<file path="src/rtl/tft_spi_if.sv">
// Byte handshake between the TFT command/pixel sequencer (master) and the
// SPI byte transmitter (slave).
interface tft_spi_if;
  logic       send_en;
  logic       send_dc;
  logic [7:0] send_data;
  logic       send_busy;
  logic       send_done;

  modport master (output send_en, output send_dc, output send_data,
                  input  send_busy, input send_done);
  modport slave  (input  send_en, input send_dc, input send_data,
                  output send_busy, output send_done);
endinterface

</file>
<file path="src/rtl/tft_spi_tx.sv">
// Byte-level SPI mode-0 master (MSB first) for the ILI9341 4-wire serial port.
// One CS_n frame per byte, followed by a CS-high gap before the next accept.
module tft_spi_tx #(
  parameter int CLK_DIV     = 4,
  parameter int CS_IDLE_CYC = 2
) (
  input  logic    clk,
  input  logic    rst_n,
  tft_spi_if.slave bus,
  output logic    spi_sclk,
  output logic    spi_mosi,
  output logic    spi_cs_n,
  output logic    spi_dc
);

  localparam logic [2:0] S_IDLE  = 3'd0;
  localparam logic [2:0] S_SETUP = 3'd1;
  localparam logic [2:0] S_HIGH  = 3'd2;
  localparam logic [2:0] S_LOW   = 3'd3;
  localparam logic [2:0] S_GAP   = 3'd4;

  localparam logic [7:0] DIV_RELOAD = 8'(CLK_DIV - 1);
  localparam logic [7:0] GAP_RELOAD = 8'(CS_IDLE_CYC - 1);

  logic [2:0] state_q, state_d;
  logic [7:0] div_q,   div_d;
  logic [2:0] bit_q,   bit_d;
  // Bit 7 goes straight to MOSI at accept, so only bits 6..0 are held here.
  logic [6:0] shift_q, shift_d;
  logic       sclk_q,  sclk_d;
  logic       mosi_q,  mosi_d;
  logic       cs_n_q,  cs_n_d;
  logic       dc_q,    dc_d;
  logic       busy_q,  busy_d;
  logic       done_q,  done_d;

  always_comb begin
    // NOTE: every next-state signal gets a default first so no path through
    // the case statement can leave one unassigned and infer a latch.
    state_d = state_q;
    div_d   = div_q;
    bit_d   = bit_q;
    shift_d = shift_q;
    sclk_d  = sclk_q;
    mosi_d  = mosi_q;
    cs_n_d  = cs_n_q;
    dc_d    = dc_q;
    busy_d  = busy_q;
    done_d  = 1'b0;

    case (state_q)
      S_IDLE: begin
        if (bus.send_en) begin
          state_d = S_SETUP;
          shift_d = bus.send_data[6:0];
          mosi_d  = bus.send_data[7];
          dc_d    = bus.send_dc;
          cs_n_d  = 1'b0;
          busy_d  = 1'b1;
          div_d   = DIV_RELOAD;
          bit_d   = 3'd7;
        end
      end
      S_SETUP: begin
        if (div_q == 8'd0) begin
          state_d = S_HIGH;
          sclk_d  = 1'b1;
          div_d   = DIV_RELOAD;
        end else begin
          div_d = div_q - 8'd1;
        end
      end
      S_HIGH: begin
        if (div_q == 8'd0) begin
          state_d = S_LOW;
          sclk_d  = 1'b0;
          div_d   = DIV_RELOAD;
          // After the last rising edge MOSI keeps bit0 for the CS hold time.
          if (bit_q != 3'd0) begin
            mosi_d  = shift_q[6];
            shift_d = {shift_q[5:0], 1'b0};
          end
        end else begin
          div_d = div_q - 8'd1;
        end
      end
      S_LOW: begin
        if (div_q == 8'd0) begin
          if (bit_q == 3'd0) begin
            state_d = S_GAP;
            cs_n_d  = 1'b1;
            div_d   = GAP_RELOAD;
          end else begin
            state_d = S_HIGH;
            sclk_d  = 1'b1;
            bit_d   = bit_q - 3'd1;
            div_d   = DIV_RELOAD;
          end
        end else begin
          div_d = div_q - 8'd1;
        end
      end
      S_GAP: begin
        if (div_q == 8'd0) begin
          state_d = S_IDLE;
          busy_d  = 1'b0;
          done_d  = 1'b1;
          div_d   = 8'd0;
        end else begin
          div_d = div_q - 8'd1;
        end
      end
      default: begin
        state_d = S_IDLE;
        div_d   = 8'd0;
        bit_d   = 3'd0;
        sclk_d  = 1'b0;
        cs_n_d  = 1'b1;
        busy_d  = 1'b0;
      end
    endcase
  end

  // NOTE: state registers use non-blocking assignments so all of them update
  // together from the values computed above, independent of statement order.
  always_ff @(posedge clk or negedge rst_n) begin
    if (!rst_n) begin
      state_q <= S_IDLE;
      div_q   <= 8'd0;
      bit_q   <= 3'd0;
      shift_q <= 7'd0;
      sclk_q  <= 1'b0;
      mosi_q  <= 1'b0;
      cs_n_q  <= 1'b1;
      dc_q    <= 1'b0;
      busy_q  <= 1'b0;
      done_q  <= 1'b0;
    end else begin
      state_q <= state_d;
      div_q   <= div_d;
      bit_q   <= bit_d;
      shift_q <= shift_d;
      sclk_q  <= sclk_d;
      mosi_q  <= mosi_d;
      cs_n_q  <= cs_n_d;
      dc_q    <= dc_d;
      busy_q  <= busy_d;
      done_q  <= done_d;
    end
  end

  assign bus.send_busy = busy_q;
  assign bus.send_done = done_q;
  assign spi_sclk      = sclk_q;
  assign spi_mosi      = mosi_q;
  assign spi_cs_n      = cs_n_q;
  assign spi_dc        = dc_q;

endmodule
</file>
<file path="src/flat_wrapper.sv">
// flat-port wrapper written by rule: the top's interface ports become plain ports
module tft_spi_tx_flat 
#(
  parameter int CLK_DIV     = 4,
  parameter int CS_IDLE_CYC = 2
)
  (clk, rst_n, spi_sclk, spi_mosi, spi_cs_n, spi_dc, bus_send_en, bus_send_dc, bus_send_data, bus_send_busy, bus_send_done);
  tft_spi_if bus_i ();
  input  logic clk;
  input  logic rst_n;
  output logic spi_sclk;
  output logic spi_mosi;
  output logic spi_cs_n;
  output logic spi_dc;
  input wire logic [$bits(bus_i.send_en)-1:0] bus_send_en;
  input wire logic [$bits(bus_i.send_dc)-1:0] bus_send_dc;
  input wire logic [$bits(bus_i.send_data)-1:0] bus_send_data;
  output wire logic [$bits(bus_i.send_busy)-1:0] bus_send_busy;
  output wire logic [$bits(bus_i.send_done)-1:0] bus_send_done;
  assign bus_i.send_en = bus_send_en;
  assign bus_i.send_dc = bus_send_dc;
  assign bus_i.send_data = bus_send_data;
  assign bus_send_busy = bus_i.send_busy;
  assign bus_send_done = bus_i.send_done;
  tft_spi_tx #(.CLK_DIV(CLK_DIV), .CS_IDLE_CYC(CS_IDLE_CYC)) u_core (.clk(clk), .rst_n(rst_n), .bus(bus_i), .spi_sclk(spi_sclk), .spi_mosi(spi_mosi), .spi_cs_n(spi_cs_n), .spi_dc(spi_dc));
endmodule
</file>
<file path="config.mk">
export PLATFORM = sky130hd
export DESIGN_NAME = tft_spi_tx_flat
export DESIGN_NICKNAME = d
export VERILOG_FILES = /design/src/rtl/tft_spi_if.sv /design/src/rtl/tft_spi_tx.sv /design/src/flat_wrapper.sv
export SDC_FILE = /design/constraint.sdc
export NUM_CORES = 1
export LEC_CHECK = 0
export BUFFER_PORTS_ARGS = -buffer_cell sky130_fd_sc_hd__buf_2
export CAP_MARGIN = 10
export CORE_AREA = 4 4 79 59
export CTS_CLUSTER_SIZE = 12
export DETAILED_ROUTE_END_ITERATION = 8
export DIE_AREA = 0 0 83 63
export GPL_TIMING_DRIVEN = 0
export PLACE_DENSITY = 0.58
export RECOVER_POWER = 50
export SLEW_MARGIN = 0
export SYNTH_ARGS = -nofsm -noshare
export SYNTH_HDL_FRONTEND = slang
export SYNTH_SLANG_ARGS = --single-unit
</file>
<file path="constraint.sdc">
create_clock -name clk -period 2 [get_ports clk]
set_input_delay 0.2 -clock clk [delete_from_list [all_inputs] [get_ports clk]]
set_output_delay 0.2 -clock clk [all_outputs]
set_load 0.05 [all_outputs]
</file>
; ---- After elaboration in Yosys (flattened, before gate mapping)
; Index checks and enable logic that the tools add are counted.
[classes]
n_reduce_logical = 16
n_eq_ne = 12
mux = 38
n_addsub = 2
bitwise_logic = 3
[op_table]
columns = operator, n
row1 = two-way mux 8 bit, 4
row2 = case mux 8 bit (4 select lines), 1
row3 = two-way mux 3 bit, 9
row4 = two-way mux 7 bit, 3
row5 = case mux 3 bit (5 select lines), 1
row6 = case mux 7 bit (2 select lines), 1
row7 = two-way mux 1 bit, 13
row8 = "!= test 2 x 1 -> 1 bit, second input constant", 6
row9 = AND reduction 4 bit, 3
row10 = AND reduction 5 bit, 2
row11 = case mux 3 bit (3 select lines), 1
row12 = zero test 8 bit, 1
row13 = "subtractor 8 x 1 -> 8 bit, second input constant", 1
row14 = "== test 3 x 2 -> 1 bit, second input constant", 2
row15 = zero test 3 bit, 2
row16 = case mux 1 bit (3 select lines), 2
row17 = OR reduction 3 bit, 2
row18 = "!= test 2 bit, second input constant", 2
row19 = case mux 1 bit (4 select lines), 1
row20 = OR reduction 2 bit, 2
row21 = "== test 3 x 1 -> 1 bit, second input constant", 1
row22 = "== test 3 bit, second input constant", 1
row23 = NOT 1 bit, 3
row24 = AND reduction 3 bit, 1
row25 = 6 further kinds, 6
[totals]
regBits = 27
output_inout_bits = 6
input_bits = 12
elab_cells = 81

; ---- Longest topological paths before layout
[depth]
word_depth = 4
mapped_depth = 7
depth_no_buf = 6

; ---- Worst setup path before layout
; OpenSTA, ideal clock, no wires.
[synth_path]
path_type = register -> register
from = register u_core.div_q[0]
to = register u_core.shift_q[1]
slack_ns = 0.287
setup_ns = 0.125
required_time_ns = 1.875
t_arrival_ns = 1.588
stages_incl_launch_ff = 7
path_buffers = 0
cell_sequence = dfrtp_1 inv_1 ha_1 nor3b_2 nand3_2 a22oi_4 mux2_2
[synth_via]
elab_chain_cells = 3
[synth_rtl]
columns = item, line_no
row1 = start: declaration, tft_spi_tx.sv:26  ; logic [7:0] div_q, div_d;
row2 = start signal: assignment, tft_spi_tx.sv:140  ; div_q <= div_d;
row3 = zero test 8 bit, tft_spi_tx.sv:74  ; if (div_q == 8'd0) begin
row4 = != test 2 x 1 -> 1 bit (no line), --
row5 = AND reduction 4 bit (no line), --
row6 = end signal: assignment, tft_spi_tx.sv:142  ; shift_q <= shift_d;
row7 = end: declaration, tft_spi_tx.sv:29  ; logic [6:0] shift_q, shift_d;
; No other way between the ends.
; A chain may end at the register's enable or synchronous reset.

; ---- Final worst setup path
[layout_path]
from = register u_core.state_q[1]
to = register u_core.bit_q[2]
[layout_via]
elab_chain_cells = 4
elab_cells_between_ends = 12
[layout_rtl]
columns = item, line_no
row1 = start: declaration, tft_spi_tx.sv:25  ; logic [2:0] state_q, state_d;
row2 = start signal: assignment, tft_spi_tx.sv:139  ; state_q <= state_d;
row3 = == test 3 x 1 -> 1 bit (tied with other cells), tft_spi_tx.sv:51  ; case (state_q)
row4 = OR reduction 3 bit (no line), --
row5 = NOT 1 bit (no line), --
row6 = AND reduction 4 bit (no line), --
row7 = end signal: assignment, tft_spi_tx.sv:141  ; bit_q <= bit_d;
row8 = end: declaration, tft_spi_tx.sv:27  ; logic [2:0] bit_q, bit_d;
; Parallel ways exist; a longest one is shown, timed or not.

==> impl_metrics.csv <==
group,metric,value,unit
status,status,"complete, no violations",
finish,fin_util,0.455,
global_route,grt_remaining_overflow,0,
pwr,switching_share,0.433,
worst_setup_path,crit_type,"flop to flop",
place,routabilityCongestion,0.778,
clock_tree,numCtsBuffers,3,
synthesis,syn-num-nets,157,
pwr,seqPwrFrac,0.366,
synthesis,netlist_area,1520,µm²
hold_path,min_to,"u_core.spi_dc",
route,top_layer_used,"met4",
sta,final.period_utilization,0.939,
place,portBuffers,17,
die,initial_core_util,0.394,
synthesis,synth_edf_count,0,
route,wire_per_inst,13.8,µm
pwr,p_comb_frac,0.511,
clock_tree,root_buffer,"clkbuf_8",
sta,hold_viol,0,
die,core_area,3850,µm²
synthesis,yosysWarnings,0,
finish,drive_gt1_frac,0.309,
worst_setup_path,r2r_start,"u_core.state_q[1]",
route,wl_met2,1340,µm
pwr,p_per_area,1490,nW/µm²
sta,timing.setup.tns,0,ns
route,vias,1126,
die,die_h,63,µm
worst_setup_path,r2r_end,"u_core.bit_q[2]",
global_route,grt_max_degree,28,
clock_tree,cts.clk_slew.worst_paths,0.10,ns
synthesis,synth_mux_area_frac,0.130,
route,wl_met1,1500,µm
worst_setup_path,arrival,2.05,ns
worst_setup_path,end_kind,"flop",
synthesis,yosysMostFrequentCell,"dfrtp_1",
worst_setup_path,cp_cell_sequence,"buf_2 > nor4b_1 > a21oi_2 > o21a_1 > a32o_1",
global_route,grt_pass1_vias,1134,
worst_setup_path,path_max_fanout,10,
hold_path,hold_path.startpoint,"bus_send_dc",
run,drv_cap,0,
sta,setup_violations,0,
worst_setup_path,start_kind,"flop",
synthesis,synth_top_family_by_area,"simple AND/OR/NAND/NOR gates",
sta,skew,0.00417,ns
route,drtPass1Iterations,4,
route,antenna_left,0,
synthesis,synthCells,141,
synthesis,syn-mean-instance-area,10.8,µm²
worst_setup_path,cp.required,2.17,ns
synthesis,ys_types,47,
global_route,grt_pass1_wl,5490,µm
synthesis,synth_fa_ha_area_frac,0.0330,
pwr,clkPwrFrac,0.122,
sta,maxSlewViolCount,0,
synthesis,synth_xor_area_frac,0.0346,
synthesis,synth_top_area_frac,0.429,
worst_setup_path,reg2reg_slack,0.12,ns
global_route,grt.total_usage,0.128,
synthesis,synth.top_cells.by_count,"26 x dfrtp_1, 13 x mux2_2, 11 x nor2_1",
synthesis,synth_simple_gate_area_frac,0.174,
synthesis,synth-compound-area-share,0.145,
synthesis,async_flop_share,1.00,
synthesis,synth-seq-cells,27,
synthesis,synthTopCellsByArea,"dfrtp_1 43%, mux2_2 9.6%, ha_1 3.3%",
clock_tree,cts_buffer_depth,2,
hold_path,whs_path_depth,3,
finish,fin_nets,182,
pwr,cellLeakagePower,0.000737,µW
route,wl_met3,136,µm
worst_setup_path,critPathSlowestCell,"nor4b_1",
pwr,peakVddDrop,0.639,mV
pwr,p_switching,1130,µW
sta,max_freq,532,MHz
sta,worstMarginPinSlew,1.42,ns
synthesis,yosysSeqAreaShare,0.446,
route,route.detailed.drc,0,
hold_path,hold_class,"input pin to flop",
clock_tree,htreeDepth,1,
clock_tree,cts_tree,"done",
pwr,intPower,1480,µW
die,dieArea,5230,µm²
route,drt_wl_total,3000,µm
clock_tree,insertion_delay,0.28,ns
route,drtIter0Drc,66,
sta,rsz0062_at_grt,"false",
place,post-dp-hpwl,2250,µm
die,rows,19,
die,top_level_ports,18,
worst_setup_path,reg2reg_depth,5,
clock_tree,numClockSinks,27,
worst_setup_path,cpPeakStageDelay,0.74,ns
worst_setup_path,cp-startpoint,"u_core.state_q[1]",
synthesis,yosysTopAreaCell,"dfrtp_1",
finish,diodes,0,
finish,area_growth_syn_to_layout,15.4,%
sta,period_needed,1.88,ns
die,fp.dieW,83,µm
route,viasPerCell,5.19,
sta,maxSlewHeadroom,0.0523,
synthesis,ys.flop_type,"dfrtp_1",
global_route,antenna_found_initial,0,
-- area by class of cell --
class / count / area (µm²)
plain buffers: 7 / 33.8
multi-input cells: 101 / 800
fillers: 377 / 2100
inverters: 6 / 22.5
clock buffers: 3 / 41.3
flip-flops and latches: 27 / 677
clock inverters: 1 / 7.51
repair buffers: 20 / 105
well taps: 52 / 65.1
-- how the worst max path moves through the flow --
stage	slack, ns	end	cells after the start
after detailed placement	0.06	u_core.spi_mosi	6
final	0.12	u_core.bit_q[2]	5
after floorplan	0.29	u_core.shift_q[1]	6
after CTS	0.04	u_core.spi_mosi	6
after global routing	0.03	u_core.state_q[1]	2
after global placement	0.08	u_core.spi_mosi	6
-- power by group through the flow --
stage | Sequential [µW] | Clock, µW | Combinational (µW)
global route | 995 | 359 | 1500
floorplan | 1070 | 0 | 902
detailed placement | 958 | 0 | 1310
CTS | 950 | 334 | 1310
global placement | 942 | 0 | 1260
finish | 956 | 319 | 1330
-- critical path: cells and delay by family, from the launching register on --
family	cells	cell delay (ns)
AOI/OAI and AO/OA	3	0.46
DFF	1	0.39
and+or+nand+nor	1	0.74
buffers and inverters	1	0.19
-- metal layers --
metal / up-vias / track usage
met3: 4 / 0.0422
met1: 551 / 0.180
met5: - / 0
met2: 21 / 0.193
li1: 550 / -
met4: 0 / 0.0245
-- cell usage in the layout, fill, tap and decap left out, types with 4 or more instances in the layout --
cell type	count
a21oi_1	4
buf_2	16
clkbuf_1	7
dfrtp_1	26
ha_1	4
inv_1	5
mux2_2	13
mux2i_1	4
nand2_1	10
nor2_1	10
nor3_1	4
o21ai_0	8
xor2_1	5
-- flip-flops by register name (all words and copies together) (netlist names) --
| signal | cells |
|---|---|
| u_core.bit_q | 3 |
| u_core.spi_cs_n | 1 |
| u_core.bus.send_busy | 1 |
| u_core.shift_q | 7 |
| u_core.bus.send_done | 1 |
| u_core.spi_sclk | 1 |
| u_core.spi_dc | 1 |
| u_core.state_q | 3 |
| u_core.spi_mosi | 1 |
| u_core.div_q | 8 |
-- through the flow --
stage               std cells  hold slack (ns)  total power [µW]  cell area (µm²)  worst slack, ns
floorplan                 141          -0.0956              1970             1520            0.287
global placement          210            0.247              2200             1670           0.0827
detailed placement        210            0.252              2260             1670           0.0574
CTS                       215           0.0994              2590             1730           0.0409
global route              217            0.116              2860             1750           0.0258
finish                    217            0.106              2610             1750            0.122
-- cells by family after synthesis --
| group | after synthesis |
|---|---|
| AO/OA/AOI/OAI | 28 |
| XOR/XNOR | 6 |
| adder cells (fa/ha/maj) | 4 |
| buffers and inverters | 13 |
| flip-flops | 27 |
| multiplexers | 18 |
| AND/OR/NAND/NOR | 45 |
-- repair_timing --
action | CTS | global route
hold buffers | 1 | 0
endpoints found under the setup margin | 0 | 13
setup buffers | 0 | 2
endpoints found under the hold margin | 26 | 0
resized for setup | 0 | 3
No activity file was read; power rests on OpenSTA's default activity.
